[src/rtl/skintone_pkg.sv]
// Purpose: constants and tag type shared by the skintone mean-Cr blocks.
// Latency: n/a (package only).
// Backpressure: n/a.
package skintone_pkg;

    localparam int Y_W      = 8;            // luma sample width
    localparam int CR_FRAC  = 9;            // fractional bits of the mean-Cr result
    localparam int CR_W     = 2 * CR_FRAC;  // (9,9) fixed point result width
    localparam int TAG_ID_W = 3;            // wide enough for up to 8 requesters

    // In-flight tag travelling alongside a sample through the datapath.
    typedef struct packed {
        logic                vld;
        logic [TAG_ID_W-1:0] id;
    } tag_t;

endpackage

[src/rtl/rr_arbiter.sv]
// Purpose: round-robin arbiter, one-hot grant of first request at/after the pointer.
// Latency: grant is combinational; pointer moves past the winner on the next edge.
// Backpressure: en=0 withholds every grant; a grant is an accept (requests are valid-qualified).
// Ports: clk/rst_n; en; req[N]; grant[N] one-hot; grant_id/grant_vld describe the winner.
module rr_arbiter #(
    parameter int N    = 4,
    parameter int ID_W = 2
) (
    input  logic            clk,
    input  logic            rst_n,
    input  logic            en,
    input  logic [N-1:0]    req,
    output logic [N-1:0]    grant,
    output logic [ID_W-1:0] grant_id,
    output logic            grant_vld
);

    logic [ID_W-1:0] ptr_q;
    logic [ID_W-1:0] ptr_d;
    logic [ID_W:0]   idx;

    // Scan N positions starting at the pointer, wrapping modulo N.
    always_comb begin
        grant     = '0;
        grant_id  = '0;
        grant_vld = 1'b0;
        idx       = '0;
        for (int k = 0; k < N; k++) begin
            idx = {1'b0, ptr_q} + (ID_W+1)'(k);
            if (idx >= (ID_W+1)'(N)) begin
                idx = idx - (ID_W+1)'(N);
            end
            if (en && !grant_vld && req[idx[ID_W-1:0]]) begin
                grant_vld = 1'b1;
                grant_id  = idx[ID_W-1:0];
            end
        end
        if (grant_vld) begin
            grant[grant_id] = 1'b1;
        end
    end

    always_comb begin
        ptr_d = ptr_q;
        if (grant_vld) begin
            ptr_d = (grant_id == ID_W'(N-1)) ? '0 : grant_id + 1'b1;
        end
    end

    always_ff @(posedge clk or negedge rst_n) begin
        if (!rst_n) begin
            ptr_q <= '0;
        end else begin
            ptr_q <= ptr_d;
        end
    end

endmodule

[src/rtl/meancr_share_ctrl.sv]
// Purpose: share one mean-Cr datapath among NUM_REQ requesters, route results back by tag.
// Latency: DP_LATENCY+2 cycles from handshake to res_valid pulse.
// Backpressure: enable=0 or flush=1 stops grants; results have no backpressure (1-cycle pulse).
// Ports: req_valid/req_y/req_ready per requester; dp_y_value(_valid) to and dp_result(_valid) from
//        the datapath; res_data/res_valid/res_id routed result; busy while in flight; tag_err sticky.
module meancr_share_ctrl
    import skintone_pkg::*;
#(
    parameter int NUM_REQ    = 4,
    parameter int ID_W       = 2,
    parameter int DP_LATENCY = 3,
    parameter int CNT_W      = 4
) (
    input  logic                   clk,
    input  logic                   rst_n,
    input  logic                   enable,
    input  logic                   flush,
    input  logic [NUM_REQ-1:0]     req_valid,
    input  logic [NUM_REQ*Y_W-1:0] req_y,
    output logic [NUM_REQ-1:0]     req_ready,
    output logic [Y_W-1:0]         dp_y_value,
    output logic                   dp_y_value_valid,
    input  logic [CR_W-1:0]        dp_result,
    input  logic                   dp_result_valid,
    output logic [CR_W-1:0]        res_data,
    output logic [NUM_REQ-1:0]     res_valid,
    output logic [ID_W-1:0]        res_id,
    output logic                   busy,
    output logic                   tag_err
);

    logic [ID_W-1:0]    grant_id;
    logic               grant_vld;

    logic [Y_W-1:0]     dp_y_q,      dp_y_d;
    logic               dp_vld_q,    dp_vld_d;
    logic [ID_W-1:0]    dp_id_q,     dp_id_d;
    tag_t               tag_pipe_q [DP_LATENCY];
    tag_t               tag_pipe_d [DP_LATENCY];
    tag_t               tag_out;
    logic [CNT_W-1:0]   cnt_q,       cnt_d;
    logic [CR_W-1:0]    res_data_q,  res_data_d;
    logic [NUM_REQ-1:0] res_valid_q, res_valid_d;
    logic [ID_W-1:0]    res_id_q,    res_id_d;
    logic               tag_err_q,   tag_err_d;
    logic               unused_tag_bits;

    rr_arbiter #(
        .N    (NUM_REQ),
        .ID_W (ID_W)
    ) u_arb (
        .clk       (clk),
        .rst_n     (rst_n),
        .en        (enable & ~flush),
        .req       (req_valid),
        .grant     (req_ready),
        .grant_id  (grant_id),
        .grant_vld (grant_vld)
    );

    // Grants are valid-qualified, so grant_vld is the handshake.
    always_comb begin
        dp_y_d   = dp_y_q;
        dp_vld_d = grant_vld;
        dp_id_d  = dp_id_q;
        for (int i = 0; i < NUM_REQ; i++) begin
            if (req_ready[i]) begin
                dp_y_d  = req_y[i*Y_W +: Y_W];
                dp_id_d = ID_W'(i);
            end
        end
    end

    // Tag follows the registered datapath valid, so the pipe tail lines up with dp_result_valid.
    always_comb begin
        tag_pipe_d[0].vld = dp_vld_q;
        tag_pipe_d[0].id  = TAG_ID_W'(dp_id_q);
        for (int s = 1; s < DP_LATENCY; s++) begin
            tag_pipe_d[s] = tag_pipe_q[s-1];
        end
        tag_out = tag_pipe_q[DP_LATENCY-1];
    end

    assign unused_tag_bits = ^tag_out.id;

    always_comb begin
        res_valid_d = '0;
        res_data_d  = res_data_q;
        res_id_d    = res_id_q;
        tag_err_d   = tag_err_q;
        if (tag_out.vld && dp_result_valid) begin
            res_data_d                          = dp_result;
            res_id_d                            = tag_out.id[ID_W-1:0];
            res_valid_d[tag_out.id[ID_W-1:0]]   = 1'b1;
        end else if (tag_out.vld != dp_result_valid) begin
            // Orphan result or unanswered tag: drop it and latch the error.
            tag_err_d = 1'b1;
        end
    end

    always_comb begin
        cnt_d = cnt_q;
        case ({grant_vld, tag_out.vld})
            2'b10:   cnt_d = cnt_q + 1'b1;
            2'b01:   cnt_d = cnt_q - 1'b1;
            default: cnt_d = cnt_q;
        endcase
    end

    always_ff @(posedge clk or negedge rst_n) begin
        if (!rst_n) begin
            dp_y_q      <= '0;
            dp_vld_q    <= 1'b0;
            dp_id_q     <= '0;
            for (int s = 0; s < DP_LATENCY; s++) begin
                tag_pipe_q[s] <= '0;
            end
            cnt_q       <= '0;
            res_data_q  <= '0;
            res_valid_q <= '0;
            res_id_q    <= '0;
            tag_err_q   <= 1'b0;
        end else begin
            dp_y_q      <= dp_y_d;
            dp_vld_q    <= dp_vld_d;
            dp_id_q     <= dp_id_d;
            for (int s = 0; s < DP_LATENCY; s++) begin
                tag_pipe_q[s] <= tag_pipe_d[s];
            end
            cnt_q       <= cnt_d;
            res_data_q  <= res_data_d;
            res_valid_q <= res_valid_d;
            res_id_q    <= res_id_d;
            tag_err_q   <= tag_err_d;
        end
    end

    assign dp_y_value       = dp_y_q;
    assign dp_y_value_valid = dp_vld_q;
    assign res_data         = res_data_q;
    assign res_valid        = res_valid_q;
    assign res_id           = res_id_q;
    assign busy             = (cnt_q != '0);
    assign tag_err          = tag_err_q;

endmodule

[config.mk]
export PLATFORM = sky130hd
export DESIGN_NAME = meancr_share_ctrl
export DESIGN_NICKNAME = d
export VERILOG_FILES = /design/src/rtl/skintone_pkg.sv /design/src/rtl/rr_arbiter.sv /design/src/rtl/meancr_share_ctrl.sv
export SDC_FILE = /design/constraint.sdc
export NUM_CORES = 1
export LEC_CHECK = 0
export CAP_MARGIN = 20
export CORE_MARGIN = 2
export CORE_UTILIZATION = 39
export DETAILED_ROUTE_END_ITERATION = 10
export HOLD_SLACK_MARGIN = 0.08
export PLACE_DENSITY = 0.75
export SLEW_MARGIN = 20
export SYNTH_ARGS = -nofsm -noshare
export SYNTH_HDL_FRONTEND = slang
export SYNTH_SLANG_ARGS = --single-unit
[constraint.sdc]
create_clock -name clk -period 4.45 [get_ports clk]
set_input_delay 1.335 -clock clk [delete_from_list [all_inputs] [get_ports clk]]
set_output_delay 1.335 -clock clk [all_outputs]
set_load 0.05 [all_outputs]
Word-level counts from Yosys, hierarchy flattened
Index checks and enable logic that the tools add are counted.
{ "word_totals": {"regBits": 51, "input_bits": 59, "out_inout_bits": 39, "word_cells": 97} }
{ "op_classes": {"n_addsub": 10, "magnitude_cmp": 12, "eq_ne": 4, "muxes": 36, "n_bitwise": 3, "reduce_logical": 17} }
{ "op_table": {"columns": ["operator", "n"], "rows": [
  ["8-bit two-way mux", 4],
  ["2-bit two-way mux", 13],
  ["2-bit by 3-bit less-than comparator with 1-bit output (second input constant)", 6],
  ["1-bit logical AND", 10],
  ["1-bit two-way mux", 10],
  ["3-bit greater-or-equal comparator (second input constant)", 3],
  ["1-bit binary-select mux with 2-bit select", 4],
  ["4-bit two-way mux", 2],
  ["4-bit one-hot mux with 2 select lines", 1],
  ["4-bit nonzero test", 2],
  ["2-bit by 1-bit subtractor with 2-bit output (second input constant)", 4],
  ["2-bit by 2-bit adder with 3-bit output (second input constant)", 2],
  ["4-bit by 1-bit adder with 4-bit output (second input constant)", 1],
  ["1-bit demux with 2-bit select", 2],
  ["2-bit equality test (second input constant)", 2],
  ["2-bit by 1-bit greater-or-equal comparator with 1-bit output (second input constant)", 2],
  ["4-bit by 1-bit subtractor with 4-bit output (second input constant)", 1],
  ["2-bit by 1-bit adder with 3-bit output (second input constant)", 1],
  ["2-bit by 3-bit greater-or-equal comparator with 1-bit output (second input constant)", 1],
  ["1-bit logical NOT", 3],
  ["2-bit by 1-bit adder with 2-bit output (second input constant)", 1],
  ["2-bit by 1-bit equality test with 1-bit output (second input constant)", 1],
  ["1-bit inverter", 2],
  ["2-bit AND reduction", 1],
  ["3 further kinds", 3]
]} }

Logic depth before layout (Yosys ltp)
Gate-level depths: netlist of run 1.
{ "logic_depth": {"depth_word": 27, "ltp_mapped": 9, "mapped_depth_nobuf": 8} }

Cells and area by module
Synthesis of run 1 repeated with hierarchy kept, for this count alone.
{ "hier_totals": {"hier_cells": 210, "hier_area_um2": 2429.8} }
{ "by_module_without_submodules": {"columns": ["module", "instances", "cells_per_inst", "area_each_um2"], "rows": [
  ["meancr_share_ctrl", 1, 158, 2042.0],
  ["rr_arbiter", 1, 52, 387.9]
]} }

Least setup slack after synthesis of run 1
Ideal clock, no wire load.
{ "synth_timing": {"path_kind": "input -> output", "from": "in enable", "to": "out req_ready[3]", "arrival_ns": 3.638, "slack_ns": -0.523, "cell_stages": 8, "path_buffers": 3, "path_cell_list": "nor2b_1 clkbuf_1 clkbuf_1 o2111a_1 ha_1 clkbuf_1 clkinv_1 nor2_1"} }
{ "synth_via": {"elab_chain_len": 20, "elab_cells_between_ends": 25, "cone_classes": "order compare: 2; mux: 11; bitwise: 1; reduce/logical: 11"} }
{ "synth_lines": {"columns": ["element", "line", "rtl"], "rows": [
  ["from (decl)", "meancr_share_ctrl.sv:16", "input logic enable,"],
  ["1-bit bitwise AND *", "meancr_share_ctrl.sv:54", ".en (enable & ~flush),"],
  ["1-bit logical AND", "rr_arbiter.sv:33", "if (en && !grant_vld && req[idx[ID_W-1:0]]) begin"],
  ["1-bit two-way mux", "rr_arbiter.sv:33", null],
  ["1-bit logical NOT", "rr_arbiter.sv:33", null],
  ["1-bit logical AND (2 in series)", "rr_arbiter.sv:33", null],
  ["1-bit two-way mux", "rr_arbiter.sv:33", null],
  ["1-bit logical NOT", "rr_arbiter.sv:33", null],
  ["1-bit logical AND (2 in series)", "rr_arbiter.sv:33", null],
  ["1-bit two-way mux", "rr_arbiter.sv:33", null],
  ["1-bit logical NOT", "rr_arbiter.sv:33", null],
  ["1-bit logical AND (2 in series)", "rr_arbiter.sv:33", null],
  ["2-bit two-way mux", "rr_arbiter.sv:33", null],
  ["2-bit by 3-bit less-than comparator with 1-bit output (not written as such) / 2-bit by 1-bit greater-or-equal comparator with 1-bit output (equally long branches)", "rr_arbiter.sv:39", "grant[grant_id] = 1'b1;"],
  ["1-bit logical AND (not written as such)", "rr_arbiter.sv:39", null],
  ["1-bit two-way mux (not written as such)", "rr_arbiter.sv:39", null],
  ["1-bit demux with 2-bit select", null, null],
  ["4-bit two-way mux *", "rr_arbiter.sv:38", "if (grant_vld) begin"],
  ["to (decl)", "meancr_share_ctrl.sv:20", "output logic [NUM_REQ-1:0] req_ready,"]
]} }
Mark *: on every way between the ends. The rest lies on a longest branch, timed or not.

Worst setup path in the final report of run 1
{ "layout_timing": {"from": "in req_valid[2]", "to": "out req_ready[1]"} }
{ "layout_via": {"elab_chain_len": 21, "elab_cells_between_ends": 32, "cone_classes": "order compare: 2; mux: 19; reduce/logical: 11"} }
{ "layout_lines": {"columns": ["element", "line", "rtl"], "rows": [
  ["from (decl)", "meancr_share_ctrl.sv:18", "input logic [NUM_REQ-1:0] req_valid,"],
  ["1-bit binary-select mux with 2-bit select", "rr_arbiter.sv:33", null],
  ["1-bit two-way mux (not written as such)", "rr_arbiter.sv:33", null],
  ["1-bit logical AND", "rr_arbiter.sv:33", null],
  ["1-bit two-way mux", "rr_arbiter.sv:33", null],
  ["1-bit logical NOT", "rr_arbiter.sv:33", null],
  ["1-bit logical AND (2 in series)", "rr_arbiter.sv:33", null],
  ["1-bit two-way mux", "rr_arbiter.sv:33", null],
  ["1-bit logical NOT", "rr_arbiter.sv:33", null],
  ["[3 not listed]", null, null],
  ["1-bit logical NOT", "rr_arbiter.sv:33", null],
  ["1-bit logical AND (2 in series)", "rr_arbiter.sv:33", null],
  ["2-bit two-way mux", "rr_arbiter.sv:33", null],
  ["2-bit by 3-bit less-than comparator with 1-bit output (not written as such) / 2-bit by 1-bit greater-or-equal comparator with 1-bit output (equally long branches)", "rr_arbiter.sv:39", null],
  ["1-bit logical AND (not written as such)", "rr_arbiter.sv:39", null],
  ["1-bit two-way mux (not written as such)", "rr_arbiter.sv:39", null],
  ["1-bit demux with 2-bit select", null, null],
  ["4-bit two-way mux *", "rr_arbiter.sv:38", null]
]} }
Mark *: on every way between the ends. The rest lies on a longest branch, timed or not. The select of a mux whose other input is x is not followed.

==> results_dict.tcl, run 1 <==
set metrics [dict create \
    io_buffers 97 \
    clkTransAtPathRegs_ns 0.09 \
    nFillCells 498 \
    yosysSeqAreaShare 0.5313 \
    wl_um 5231 \
    drv_slew 0 \
    fmax_mhz 227.9 \
    fin_crit_ns 4.388 \
    final_antenna_net_count 0 \
    dpl.hpwl_um 4054 \
    track_usage 0.1666 \
    hold_depth 0 \
    syn_nets 267 \
    clock_latency_ns 0.30 \
    outcome "finished, final reports clean" \
    tritoncts "yes" \
    netlist_area_um2 2402 \
    die_w_um 82.49 \
    synth_top_cell_area_share 0.5313 \
    reg2reg_depth 8 \
    core_region_area_um2 5921 \
    setup_viol_count_final 0 \
    rrSetupSlack_ns 2.19 \
    drc_errors 0 \
    synthFlopType "dfrtp_1" \
    finalCritPeriodShare 0.9861 \
    place_inst 369 \
    vdd_drop_max_mv 0.2410 \
    tightest_slew_ns 0.9543 \
    fp.dieH_um 82.49 \
    fp.dieArea_um2 6804 \
    synth_common_cells "51 x dfrtp_1, 28 x mux2_2, 16 x a21oi_1" \
    gr-total-overflow 0 \
    post_synth_mux_area_share 0.1417 \
    worstSetupPathType "input port to output pin" \
    drv_cap 0 \
    io_pins 98 \
    clock_skew_ns 0.006539 \
    hold_buffers 0 \
    yosys-top-cells-area "dfrtp_1 53%, mux2_2 13%, ha_1 4.2%" \
    grt_pass1_vias 1909 \
    cpPeakStageDelay_ns 0.55 \
    worstSetupStartpointType "input port" \
    rr_startpoint "u_arb.ptr_q[1]" \
    async_flop_share 1.000 \
    avgSynthCellArea_um2 12.01 \
    grt_first_pass_wirelength_um 8618 \
    slowest_stage "clkdlybuf4s50_1" \
    endpoint_kind "output pin" \
    stdcell_count 377 \
    synth_enable_flop_cells 0 \
    yosys.area_share.adder 0.04167 \
    arrival_ns 3.05 \
    vias 1913 \
    drt_iter0_markers 68 \
    ys_types 43 \
    timing_hold_violations_final 0 \
    drt-wirelength-per-cell_um 13.88 \
    yosys_warnings 0 \
    ys_ff_latch 51 \
    netlist_instances 200 \
    drive_gt1_frac 0.2185 \
    power-per-cell-area_nw_per_um2 425.9 \
    synth-simple-area-share 0.09896 \
    grt_antenna_before_repair 0 \
    antenna_cells 0 \
    r2r-end "dp_y_value[3]" \
    yosysTopAreaCell "dfrtp_1" \
    cts_inserted_buffers 5 \
    slew_headroom 0.3638 \
    grt_max_degree 32 \
    viasPerCell 5.074 \
    yosysMostFrequentCell "dfrtp_1" \
    synth_compound_area_frac 0.1401 \
    crit_path_cell_trace "clkdlybuf4s50_1 > nand2b_1 > o21ai_2 > o2111a_1 > ha_1 > and3_2 > buf_12" \
    syn2layout_area_growth_pct 52.50 \
    htree_levels 2 \
    initial_core_util 0.4057 \
    gp_congestion 0.8049 \
    root_buffer "clkbuf_8" \
    leakage_nw 1.485 \
    clock_sinks 51 \
    dp_slack_ns -0.001799 \
    crit_fanout 5 \
    rsz0062_at_grt "no" \
    synth_top_family_by_area "multiplexers" \
    rows 28 \
    required_ns 3.12 \
    min_from "tag_pipe_d[4]" \
    hold_path.class "flop to flop" \
    clock_path_buffers 2 \
    crit_path_start "req_valid[2]" \
    min_to "tag_pipe_d[0]" \
    fin_util 0.6188 \
    fin_nets 368 \
    synthXorXnorAreaFrac 0.01094 \
    drt_first_pass_iters 4 \
    fin_hold_ws_ns 0.3551 \
    worst_slack_ns 0.06169 \
]
[flip-flops by register name, summed over array words and instances (netlist names), 2 cells and up]
name / cells
res_data: 18
dp_y_value: 8
tag_pipe_d: 6
cnt_q: 4
res_valid: 4
tag_out: 3
dp_id_q: 2
res_id: 2
u_arb.ptr_q: 2
[critical path, delay by kind of cell]
| kind | cells | cell delay [ns] |
|---|---|---|
| simple gates | 2 | 0.41 |
| compound gates | 2 | 0.36 |
| buf+inv | 2 | 0.70 |
| fa+ha+maj | 1 | 0.24 |
[cells by family (layout without fill, tap and decap cells)]
logic type	Yosys count	in the layout
DFF	51	51
buffers and inverters	20	122
muxes	30	30
and+or+nand+nor	39	39
xor gates and xnor gates	3	3
adders and majority gates	8	8
AOI/OAI and AO/OA	49	49
[area by class of cell]
type | count | area (um^2) | share of cell area
well taps | 75 | 93.84 | 0.02561
clock inverters | 2 | 38.79 | 0.01059
clock buffers | 6 | 82.58 | 0.02254
inverters | 8 | 31.28 | 0.008538
repair buffers | 106 | 1074 | 0.2930
flip-flops and latches | 51 | 1276 | 0.3484
multi-input cells | 129 | 1067 | 0.2913
[repair_timing]
action                                  in CTS  in global routing
endpoints found under the setup margin       0                  4
gates resized for setup                      0                  4
buffers inserted                             0                  0
[layer usage]
layer,track usage,vias up,share of wire
met2,0.2879,83,0.49
li1,-,921,-
met1,0.1854,900,0.39
met3,0.06957,9,0.11
met4,0.05333,0,0.015
met5,0,-,0
[stage by stage]
stage                TNS [ns]  total power [mW]  instance area, um^2
global placement            0             1.218                 3512
finish                      0             1.560                 3664
floorplan                   0             1.003                 2421
detailed placement  -0.001799             1.236                 3532
CTS                         0             1.579                 3654
global route                0             1.649                 3664
[layout by cell type (no fill, tap or decap), types with 4 or more instances in the layout]
| master | instances |
|---|---|
| clkdlybuf4s50_1 | 92 |
| clkbuf_8 | 6 |
| buf_4 | 9 |
| nand2b_1 | 10 |
| a31oi_1 | 9 |
| dfrtp_1 | 51 |
| mux2_2 | 28 |
| buf_12 | 4 |
| ha_1 | 7 |
| o211ai_1 | 8 |
| inv_1 | 6 |
| nand2_1 | 9 |
| a21oi_1 | 15 |
[report_power, final]
group	internal, mW	switching (mW)
clock	0.185	0.151
sequential	0.554	0.0684
combinational	0.259	0.343
[worst max-delay path by stage]
stage	depth (start not counted)	endpoint	slack [ns]
final	7	req_ready[1]	0.06
after global routing	7	req_ready[1]	0.008
after CTS	7	req_ready[1]	0.007
after detailed placement	7	req_ready[1]	-0.002
after global placement	7	req_ready[1]	0.09
after floorplan	8	req_ready[2]	0.01
No activity file was read; power rests on OpenSTA's default activity.
==> inputs of run 2 (changes only) <==
Settings changed: CORE_UTILIZATION 39 to 43, PLACE_DENSITY 0.75 to 0.78.
Clock period 4.45 ns to 4.9 ns, I/O delays scaled along.
==> run 2 against run 1 <==
  * Critical path depth up 1
  * Combinational power down 9.6%
  * Sequential power down 9.3%
  * Clock skew down 0.0019 ns
  * Core utilization up 5.0 points
  * Final cell count down 1.3%
  * Count of clock-buffer cells in the layout down 1
  * Via count up 0.21%
  * Sequential share of layout area up 0.28 points
  * Register-to-register slack better by 0.46 ns
  * First-iteration DRC count up 51%
  * Clock power down 15%
  * Largest power group unchanged
  * Highest routed layer unchanged
==> results_dict.tcl, run 2 (synthesized netlist as in run 1, its figures left out) <==
set metrics [dict create \
    drive_gt1_frac 0.2000 \
    io_pins 98 \
    grt_antenna_before_repair 0 \
    gp_congestion 0.7862 \
    drt_iter0_markers 103 \
    fp.dieH_um 78.75 \
    drv_cap 0 \
    fin_crit_ns 4.786 \
    die_w_um 78.75 \
    min_from "tag_pipe_d[0]" \
    crit_path_start "req_valid[2]" \
    htree_levels 2 \
    drc_errors 0 \
    setup_viol_count_final 0 \
    power-per-cell-area_nw_per_um2 383.7 \
    final_antenna_net_count 0 \
    wl_um 5258 \
    timing_hold_violations_final 0 \
    antenna_cells 0 \
    largest_reg_flops 18 \
    crit_fanout 5 \
    r2r-end "dp_y_value[2]" \
    viasPerCell 5.153 \
    vdd_drop_max_mv 0.1799 \
    drv_slew 0 \
    clock_skew_ns 0.004619 \
    hold_depth 0 \
    leakage_nw 1.476 \
    rr_startpoint "u_arb.ptr_q[1]" \
    outcome "finished, final reports clean" \
    fmax_mhz 208.9 \
    cts_inserted_buffers 5 \
    final_common_cell "clkdlybuf4s50_1" \
    reg2reg_depth 8 \
    drt_first_pass_iters 4 \
    clock_sinks 51 \
    hold_path.class "flop to flop" \
    endpoint_kind "output pin" \
    root_buffer "clkbuf_8" \
    track_usage 0.1767 \
    io_buffers 97 \
    initial_core_util 0.4417 \
    fin_util 0.6683 \
    worstSetupStartpointType "input port" \
    tightest_slew_ns 0.9300 \
    clock_path_buffers 2 \
    tritoncts "yes" \
    stdcell_area_um2 3635 \
    rrSetupSlack_ns 2.65 \
    cts_post_setup_buffers_inserted 0 \
    rsz0062_at_grt "no" \
    layout_common_cells "92 x clkdlybuf4s50_1, 51 x dfrtp_1, 28 x mux2_2" \
    gr-total-overflow 0 \
    grt_pass1_vias 1933 \
    finalCritPeriodShare 0.9768 \
    clkTransAtPathRegs_ns 0.09 \
    hold_buffers 0 \
    required_ns 3.43 \
    clock_latency_ns 0.29 \
    grt_max_degree 30 \
    slew_headroom 0.3800 \
    min_to "tag_out[0]" \
    syn2layout_area_growth_pct 51.30 \
    fp.dieArea_um2 6201 \
    dpl.hpwl_um 4062 \
    grt_first_pass_wirelength_um 8756 \
    rows 27 \
    dpl_cell_area_um2 3518 \
    arrival_ns 3.32 \
    vias 1917 \
    worstSetupPathType "input port to output pin" \
    fin_nets 366 \
    core_region_area_um2 5439 \
    drt-wirelength-per-cell_um 14.13 \
]
==> run 2: stage by stage <==
step	setup WS (ns)	hold WS [ns]	total power, mW	instances	TNS, ns
floorplan	-0.01251	0.3312	0.9107	200	-0.01251
CTS	0.1139	0.3519	1.412	372	0
finish	0.1138	0.3478	1.395	372	0
global route	0.01793	0.3545	1.472	372	0
detailed placement	0.1279	0.3347	1.121	364	0
global placement	0.1599	0.3322	1.104	363	0
==> run 2: final cells by class <==
type                            instances  area (um^2)
Multi-Input combinational cell        129         1060
Clock buffer                            5        68.82
Sequential cell                        51         1276
Tap cell                               72        90.09
Fill cell                             429         1804
Clock inverter                          3        43.79
Inverter                                8        30.03
Timing Repair Buffer                  104         1066
==> run 2: critical path, cell delays in order <==
cell and delay (ns):
clkdlybuf4s50_1 0.50, nand2b_1 0.22, o21ai_0 0.28, o2111a_1 0.24
ha_1 0.19, clkinv_1 0.13, nor2_4 0.14, buf_12 0.14
==> run 2: worst max-delay path by stage <==
| stage | to | slack (ns) | depth (start not counted) |
|---|---|---|---|
| 2_1_floorplan | req_ready[3] | -0.01 | 8 |
| 3_3_place_gp | req_ready[3] | 0.16 | 8 |
| 3_5_place_dp | req_ready[3] | 0.13 | 8 |
| 4_1_cts | req_ready[3] | 0.11 | 8 |
| 5_1_grt | req_ready[3] | 0.02 | 8 |
| 6_report | req_ready[3] | 0.11 | 8 |
==> run 2: where the power goes <==
| part | switching, mW | internal [mW] |
|---|---|---|
| combinational | 0.310 | 0.234 |
| sequential | 0.0613 | 0.503 |
| clock | 0.134 | 0.152 |
| total | 0.505 | 0.889 |
==> run 2: timing repair <==
item / in CTS / in global routing
resized for setup: 0 / 1
setup endpoints to repair: 0 / 1
hold endpoints to repair: 0 / 0
==> run 2: metal layers <==
layer | track usage | routed length, um | vias up
met5 | 0 | 0 | -
met2 | 0.3214 | 2585 | 77
met4 | 0.03333 | 10 | 0
met1 | 0.1958 | 2153 | 925
met3 | 0.07045 | 508 | 2
li1 | - | - | 913
